**src/rtl/md_pkg.sv**
```systemverilog
// Shared types and constants for the iterative multiply/divide unit.
// Imported by the unit top and its helpers.
package md_pkg;

  localparam int MD_WIDTH = 32;

  // Every bit of LO is filled with this on divide by zero
  localparam bit MD_DIV0_FILL = 1'b1;

  typedef enum logic [2:0] {
    MD_MULT  = 3'd0,
    MD_MULTU = 3'd1,
    MD_DIV   = 3'd2,
    MD_DIVU  = 3'd3,
    MD_MTHI  = 3'd4,
    MD_MTLO  = 3'd5
  } md_op_e;

  typedef enum logic [1:0] {
    MD_IDLE = 2'd0,
    MD_RUN  = 2'd1,
    MD_FIX  = 2'd2
  } md_state_e;

  function automatic logic md_is_signed(input logic [2:0] op);
    return (op == MD_MULT) || (op == MD_DIV);
  endfunction

endpackage

```
**src/rtl/md_cond_neg.sv**
```systemverilog
// Conditional two's-complement negate.
// Used for operand magnitudes and for the final sign fix.
module md_cond_neg #(
  parameter int W = 32
) (
  input  logic [W-1:0] val_i,
  input  logic         neg_i,
  output logic [W-1:0] val_o
);

  localparam logic [W-1:0] ONE = {{(W-1){1'b0}}, 1'b1};

  assign val_o = neg_i ? (~val_i + ONE) : val_i;

endmodule

```
**src/rtl/mult_div_unit.sv**
```systemverilog
// Iterative MIPS multiply/divide unit owning HI/LO.
// One shift-add or shift-subtract step per cycle, then a sign-fix cycle.
module mult_div_unit
  import md_pkg::*;
#(
  parameter int WIDTH = MD_WIDTH
) (
  input  logic             clk,
  input  logic             rst,
  input  logic             start,
  input  logic [2:0]       op,
  input  logic [WIDTH-1:0] rs_data,
  input  logic [WIDTH-1:0] rt_data,
  input  logic             flush,
  output logic             busy,
  output logic             done,
  output logic [WIDTH-1:0] hi,
  output logic [WIDTH-1:0] lo
);

  localparam int CW = $clog2(WIDTH);
  localparam logic [CW-1:0] LAST = CW'(WIDTH - 1);

  md_state_e state_q, state_d;
  logic [CW-1:0] cnt_q, cnt_d;
  logic [2*WIDTH-1:0] acc_q, acc_d;
  logic [WIDTH-1:0] rem_q, rem_d;
  logic [WIDTH-1:0] opb_q, opb_d;
  logic [WIDTH-1:0] hi_q, hi_d;
  logic [WIDTH-1:0] lo_q, lo_d;
  logic is_div_q, is_div_d;
  logic neg_lo_q, neg_lo_d;
  logic neg_hi_q, neg_hi_d;
  logic div0_q, div0_d;
  logic done_q, done_d;

  logic op_mul, op_div, op_mthi, op_mtlo, op_sgn;
  logic [WIDTH-1:0] abs_a, abs_b;
  logic [2*WIDTH-1:0] prod_fix;
  logic [WIDTH-1:0] quo_fix, rem_fix;

  logic [WIDTH:0] r_sh;
  logic [WIDTH-1:0] r_diff;
  logic r_ge;
  logic [WIDTH:0] m_sum;

  assign op_mul  = (op == MD_MULT) || (op == MD_MULTU);
  assign op_div  = (op == MD_DIV) || (op == MD_DIVU);
  assign op_mthi = (op == MD_MTHI);
  assign op_mtlo = (op == MD_MTLO);
  assign op_sgn  = md_is_signed(op);

  md_cond_neg #(.W(WIDTH)) u_abs_a (
    .val_i (rs_data),
    .neg_i (op_sgn & rs_data[WIDTH-1]),
    .val_o (abs_a)
  );

  md_cond_neg #(.W(WIDTH)) u_abs_b (
    .val_i (rt_data),
    .neg_i (op_sgn & rt_data[WIDTH-1]),
    .val_o (abs_b)
  );

  md_cond_neg #(.W(2*WIDTH)) u_fix_prod (
    .val_i (acc_q),
    .neg_i (neg_lo_q),
    .val_o (prod_fix)
  );

  md_cond_neg #(.W(WIDTH)) u_fix_quo (
    .val_i (acc_q[WIDTH-1:0]),
    .neg_i (neg_lo_q),
    .val_o (quo_fix)
  );

  md_cond_neg #(.W(WIDTH)) u_fix_rem (
    .val_i (rem_q),
    .neg_i (neg_hi_q),
    .val_o (rem_fix)
  );

  // Divide: acc low half shifts the dividend out and quotient bits in
  assign r_sh   = {rem_q, acc_q[WIDTH-1]};
  assign r_ge   = r_sh >= {1'b0, opb_q};
  assign r_diff = r_sh[WIDTH-1:0] - opb_q;

  // Multiply: acc low half holds the multiplier, upper half the sum
  assign m_sum = {1'b0, acc_q[2*WIDTH-1:WIDTH]}
               + (acc_q[0] ? {1'b0, opb_q} : '0);

  always_comb begin
    state_d  = state_q;
    cnt_d    = cnt_q;
    acc_d    = acc_q;
    rem_d    = rem_q;
    opb_d    = opb_q;
    hi_d     = hi_q;
    lo_d     = lo_q;
    is_div_d = is_div_q;
    neg_lo_d = neg_lo_q;
    neg_hi_d = neg_hi_q;
    div0_d   = div0_q;
    done_d   = 1'b0;

    unique case (state_q)
      MD_IDLE: begin
        if (start && !flush) begin
          unique case (1'b1)
            op_mthi: hi_d = rs_data;
            op_mtlo: lo_d = rs_data;
            op_mul, op_div: begin
              state_d  = MD_RUN;
              cnt_d    = '0;
              acc_d    = {{WIDTH{1'b0}}, abs_a};
              rem_d    = '0;
              opb_d    = abs_b;
              is_div_d = op_div;
              neg_lo_d = op_sgn & (rs_data[WIDTH-1] ^ rt_data[WIDTH-1]);
              neg_hi_d = op_sgn & rs_data[WIDTH-1];
              div0_d   = (rt_data == '0);
            end
            default: ;
          endcase
        end
      end
      MD_RUN: begin
        if (flush) begin
          state_d = MD_IDLE;
        end else begin
          if (is_div_q) begin
            rem_d = r_ge ? r_diff : r_sh[WIDTH-1:0];
            acc_d = {acc_q[2*WIDTH-1:WIDTH], acc_q[WIDTH-2:0], r_ge};
          end else begin
            acc_d = {m_sum, acc_q[WIDTH-1:1]};
          end
          cnt_d = cnt_q + 1'b1;
          if (cnt_q == LAST) state_d = MD_FIX;
        end
      end
      MD_FIX: begin
        state_d = MD_IDLE;
        if (!flush) begin
          done_d = 1'b1;
          if (is_div_q) begin
            hi_d = rem_fix;
            lo_d = div0_q ? {WIDTH{MD_DIV0_FILL}} : quo_fix;
          end else begin
            {hi_d, lo_d} = prod_fix;
          end
        end
      end
      default: state_d = MD_IDLE;
    endcase
  end

  always_ff @(posedge clk or posedge rst) begin
    if (rst) begin
      state_q  <= MD_IDLE;
      cnt_q    <= '0;
      acc_q    <= '0;
      rem_q    <= '0;
      opb_q    <= '0;
      hi_q     <= '0;
      lo_q     <= '0;
      is_div_q <= 1'b0;
      neg_lo_q <= 1'b0;
      neg_hi_q <= 1'b0;
      div0_q   <= 1'b0;
      done_q   <= 1'b0;
    end else begin
      state_q  <= state_d;
      cnt_q    <= cnt_d;
      acc_q    <= acc_d;
      rem_q    <= rem_d;
      opb_q    <= opb_d;
      hi_q     <= hi_d;
      lo_q     <= lo_d;
      is_div_q <= is_div_d;
      neg_lo_q <= neg_lo_d;
      neg_hi_q <= neg_hi_d;
      div0_q   <= div0_d;
      done_q   <= done_d;
    end
  end

  assign busy = (state_q != MD_IDLE);
  assign done = done_q;
  assign hi   = hi_q;
  assign lo   = lo_q;

endmodule
```
**config.mk**
```make
export PLATFORM = sky130hd
export DESIGN_NAME = mult_div_unit
export DESIGN_NICKNAME = d
export VERILOG_FILES = /design/src/rtl/md_pkg.sv /design/src/rtl/md_cond_neg.sv /design/src/rtl/mult_div_unit.sv
export SDC_FILE = /design/constraint.sdc
export NUM_CORES = 1
export LEC_CHECK = 0
export ABC_AREA = 1
export BUFFER_PORTS_ARGS = -buffer_cell sky130_fd_sc_hd__buf_4
export CAP_MARGIN = 5
export CORE_MARGIN = 2
export CORE_UTILIZATION = 40
export CTS_CLUSTER_DIAMETER = 60
export DETAILED_ROUTE_END_ITERATION = 10
export MAX_ROUTING_LAYER = met4
export PLACE_DENSITY = 0.59
export SETUP_SLACK_MARGIN = 0.15
export SLEW_MARGIN = 40
export SYNTH_ARGS = -nofsm -noshare
export SYNTH_HDL_FRONTEND = slang
export SYNTH_SLANG_ARGS = --single-unit
```
**constraint.sdc**
```tcl
create_clock -name clk -period 8.1 [get_ports clk]
set_clock_uncertainty 0.05 [all_clocks]
set_input_delay 1.215 -clock clk [delete_from_list [all_inputs] [get_ports clk]]
set_output_delay 1.215 -clock clk [all_outputs]
set_load 0.1 [all_outputs]
```
==> impl_metrics.tcl <==
set metrics [dict create \
    status "finished clean" \
    grt_use_met3_pct 4.51 \
    ys_types 52 \
    crit_path_max_fanout 25 \
    fmax_mhz 275 \
    hold_path_class "flip-flop to flip-flop" \
    dieArea_mm2 0.0485 \
    grt-ovfl-total 0 \
    final_antenna_net_count 0 \
    clock_path_buffers 3 \
    syn_area_mm2 0.0187 \
    die_h_um 220 \
    initial_core_util_pct 40.3 \
    post_cts_buffers 0 \
    end_kind "flip-flop" \
    drt_iter0_markers 2299 \
    ys_async_sr_fraction_pct 100 \
    seq_area_frac_synth_pct 27.3 \
    synth_nets 3216 \
    num_vias 21400 \
    rsz0062_at_grt "false" \
    p_comb_share_pct 48.9 \
    cp-start-kind "flip-flop" \
    synth_flop_cell "dfrtp_1" \
    yosysTopAreaCellShare_pct 27.3 \
    power_density_mw_per_mm2 291 \
    track_usage_pct 35.2 \
    synth-seq-cells 204 \
    drive_above_1_share_pct 8.87 \
    crit_type "flip-flop to flip-flop" \
    grt_max_degree 90 \
    slew_headroom_pct 41.4 \
    syn_inst 3073 \
    num_io_pins 137 \
    dpl_worst_slack_ns 4.32 \
    p_leak_nw 10.8 \
    hold_ws_ns 0.441 \
    io_buffers 136 \
    cts_hold_buf 0 \
    drc 0 \
    ir_drop_mv 0.334 \
    critPathArrivalTime_ns 3.94 \
    drt_wl_total_um 83400 \
    power_switching_mw 3.24 \
    cts_resized 0 \
    yosys.area.top_type "dfrtp_1" \
    wl_per_cell_um 22.0 \
    synth_edf_count 0 \
    r2r_slack_ns 4.47 \
    clock-sinks 204 \
    firstDrtPassIters 6 \
    num-nets-final 3308 \
    dp_hpwl_um 66200 \
    core_mm2 0.0464 \
    cts_tree "yes" \
    max_slew.worst_pin.slew_ns 0.879 \
    yosysWarningCount 0 \
    finalSetupViolCount 0 \
    top_usage_layer "met2" \
    fill_cells 4983 \
    power_frac_clock_pct 24.5 \
    cap_violations 0 \
    clk_pin_slew_ns 0.05 \
    cp.required_ns 8.41 \
    critPathMaxStageDelay_ns 0.71 \
    cts_made_buffers 35 \
    p_seq_share_pct 26.7 \
    via_per_inst 5.64 \
    grt_pass1_wl_um 124000 \
    antenna_found_initial 1 \
    hold_violations 0 \
    grt_pass1_vias 20000 \
    critPathBufInv 3 \
    die_x_um 220 \
    h-tree-depth 2 \
    slew_violations 0 \
    p_int_mw 2.97 \
    finalCriticalPeriod_ns 3.63 \
    syn_area_per_cell_um2 6.09 \
    gr-usage-met2_pct 54.8 \
    crit_path_top_delay_cell "inv_1" \
    switching_share_pct 52.2 \
    tns_ns 0 \
    worstSkewPairLatency_ns 0.56 \
    cts-root-buf "clkbuf_16" \
    timing.final.crit_share_pct 44.8 \
    gp_congestion 0.962 \
    crit_family "simple AND/OR/NAND/NOR gates" \
    path_cells "nor2_4, inv_2, nor2_4, inv_2, nor2_8, nor2_2, inv_1, o21ai_0" \
    met1_usage_pct 46.9 \
    synth_area_leaders "dfrtp_1 27%, nand2_1 17%, nor2_1 9.2%, nand3_1 7.7%, inv_1 6.9%" \
    setup_slack_ns 4.47 \
    syn2layout_area_growth_pct 14.2 \
    rows 79 \
]
-- logic make-up (layout without fill, tap and decap cells) --
family,count (synthesis),count (layout),share of synthesized area (%)
xor gates and xnor gates,55,55,2.58
AOI/OAI and AO/OA,533,533,16.0
adders and majority gates,72,72,4.90
DFF,204,204,27.3
buffers and inverters,457,573,9.67
and+or+nand+nor,1752,1752,39.6
other,0,1,0
-- flip-flops by register name, indices dropped and copies added, names as in the netlist --
name and cells:
state_q 2, opb_q 32, neg_hi_q 1, div0_q 1, hi 32, cnt_q 5, acc_q 64, lo 32
neg_lo_q 1, rem_q 32, is_div_q 1, done 1
-- cells in the mapped netlist, types with 10 or more instances --
master / instances
nand2_1: 857
clkbuf_1: 49
ha_1: 70
nand2_2: 10
o21ai_0: 207
nand4_1: 32
inv_1: 345
nor2_2: 13
a21o_1: 11
nor2_4: 13
nand3b_1: 14
a31oi_1: 12
nand3_1: 287
o221ai_1: 10
nor3_1: 37
dfrtp_1: 204
o21ai_1: 11
xnor2_1: 19
a22oi_1: 19
buf_2: 36
nor2_1: 460
o22ai_1: 18
inv_2: 10
a221oi_1: 12
xor2_1: 36
a21oi_1: 191
-- layout make-up --
| cell class | count | area [µm²] | share of cell area [%] |
|---|---|---|---|
| repair buffers | 155 | 1180 | 5.52 |
| well taps | 607 | 759 | 3.56 |
| diodes | 1 | 2.50 | 0.0117 |
| multi-input cells | 2412 | 11800 | 55.3 |
| inverters | 357 | 1350 | 6.32 |
| clock inverters | 17 | 226 | 1.06 |
| clock buffers | 44 | 930 | 4.35 |
| flip-flops and latches | 204 | 5110 | 23.9 |
-- metrics by stage --
step / power, mW / instances / instance area [µm²] / util, %
2_1_floorplan: 3.66 / 3073 / 18700 / -
3_3_place_gp: 4.62 / 3734 / 20200 / 43.5
3_5_place_dp: 4.63 / 3735 / 20200 / 43.6
4_1_cts: 6.16 / 3796 / 21400 / 46.1
5_1_grt: 6.54 / 3797 / 21400 / 46.1
6_report: 6.21 / 3797 / 21400 / 46.1
-- worst min-delay path: cells and delay by family, from the launching register on --
kind	cells	cell delay, ns
simple gates	1	0.06
flops	1	0.34
compound gates	1	0.06
-- layer usage --
metal	wire [µm]	up-vias
met2	37500	875
met3	5580	154
met4	3420	0
met5	0	-
met1	36900	10100
li1	-	10200
-- power groups by stage --
stage	Combinational [mW]	Clock [mW]	Sequential [mW]
after floorplan	1.52	0	2.14
after global placement	2.97	0	1.65
after detailed placement	2.98	0	1.65
after CTS	2.99	1.53	1.64
after global routing	3.30	1.57	1.67
final	3.03	1.52	1.65
-- placed cells by master (no fill, tap or decap), drive strengths merged, types with 2 or more instances in the layout --
cell type  instances
nand2            869
a21o              11
clkinvlp           2
nand3b            14
o21a               4
or2                5
clkbuf            44
fa                 2
a22oi             19
o21bai             8
o31ai              9
o221ai            10
ha                70
o22ai             18
a21oi            193
inv              360
nand3            291
a31oi             12
nand4             32
buf              155
nor4              10
a21boi             4
o21ai            221
a22o               2
dfrtp            204
xor2              36
nor2             487
and2               2
o211ai             9
nor3              40
bufinv             3
xnor2             19
clkinv             9
a221oi            12
-- worst paths after layout --
| check | end | start | cells after the start |
|---|---|---|---|
| max | acc_q[46] | state_q[1] | 8 |
| min | div0_q | div0_q | 2 |
| max reg2reg | acc_q[46] | state_q[1] | 8 |
| min reg2reg | div0_q | div0_q | 2 |
| max in group asynchronous | neg_lo_q | rst | 3 |
| min in group asynchronous | acc_q[48] | rst | 2 |
No activity file was read; power rests on OpenSTA's default activity.
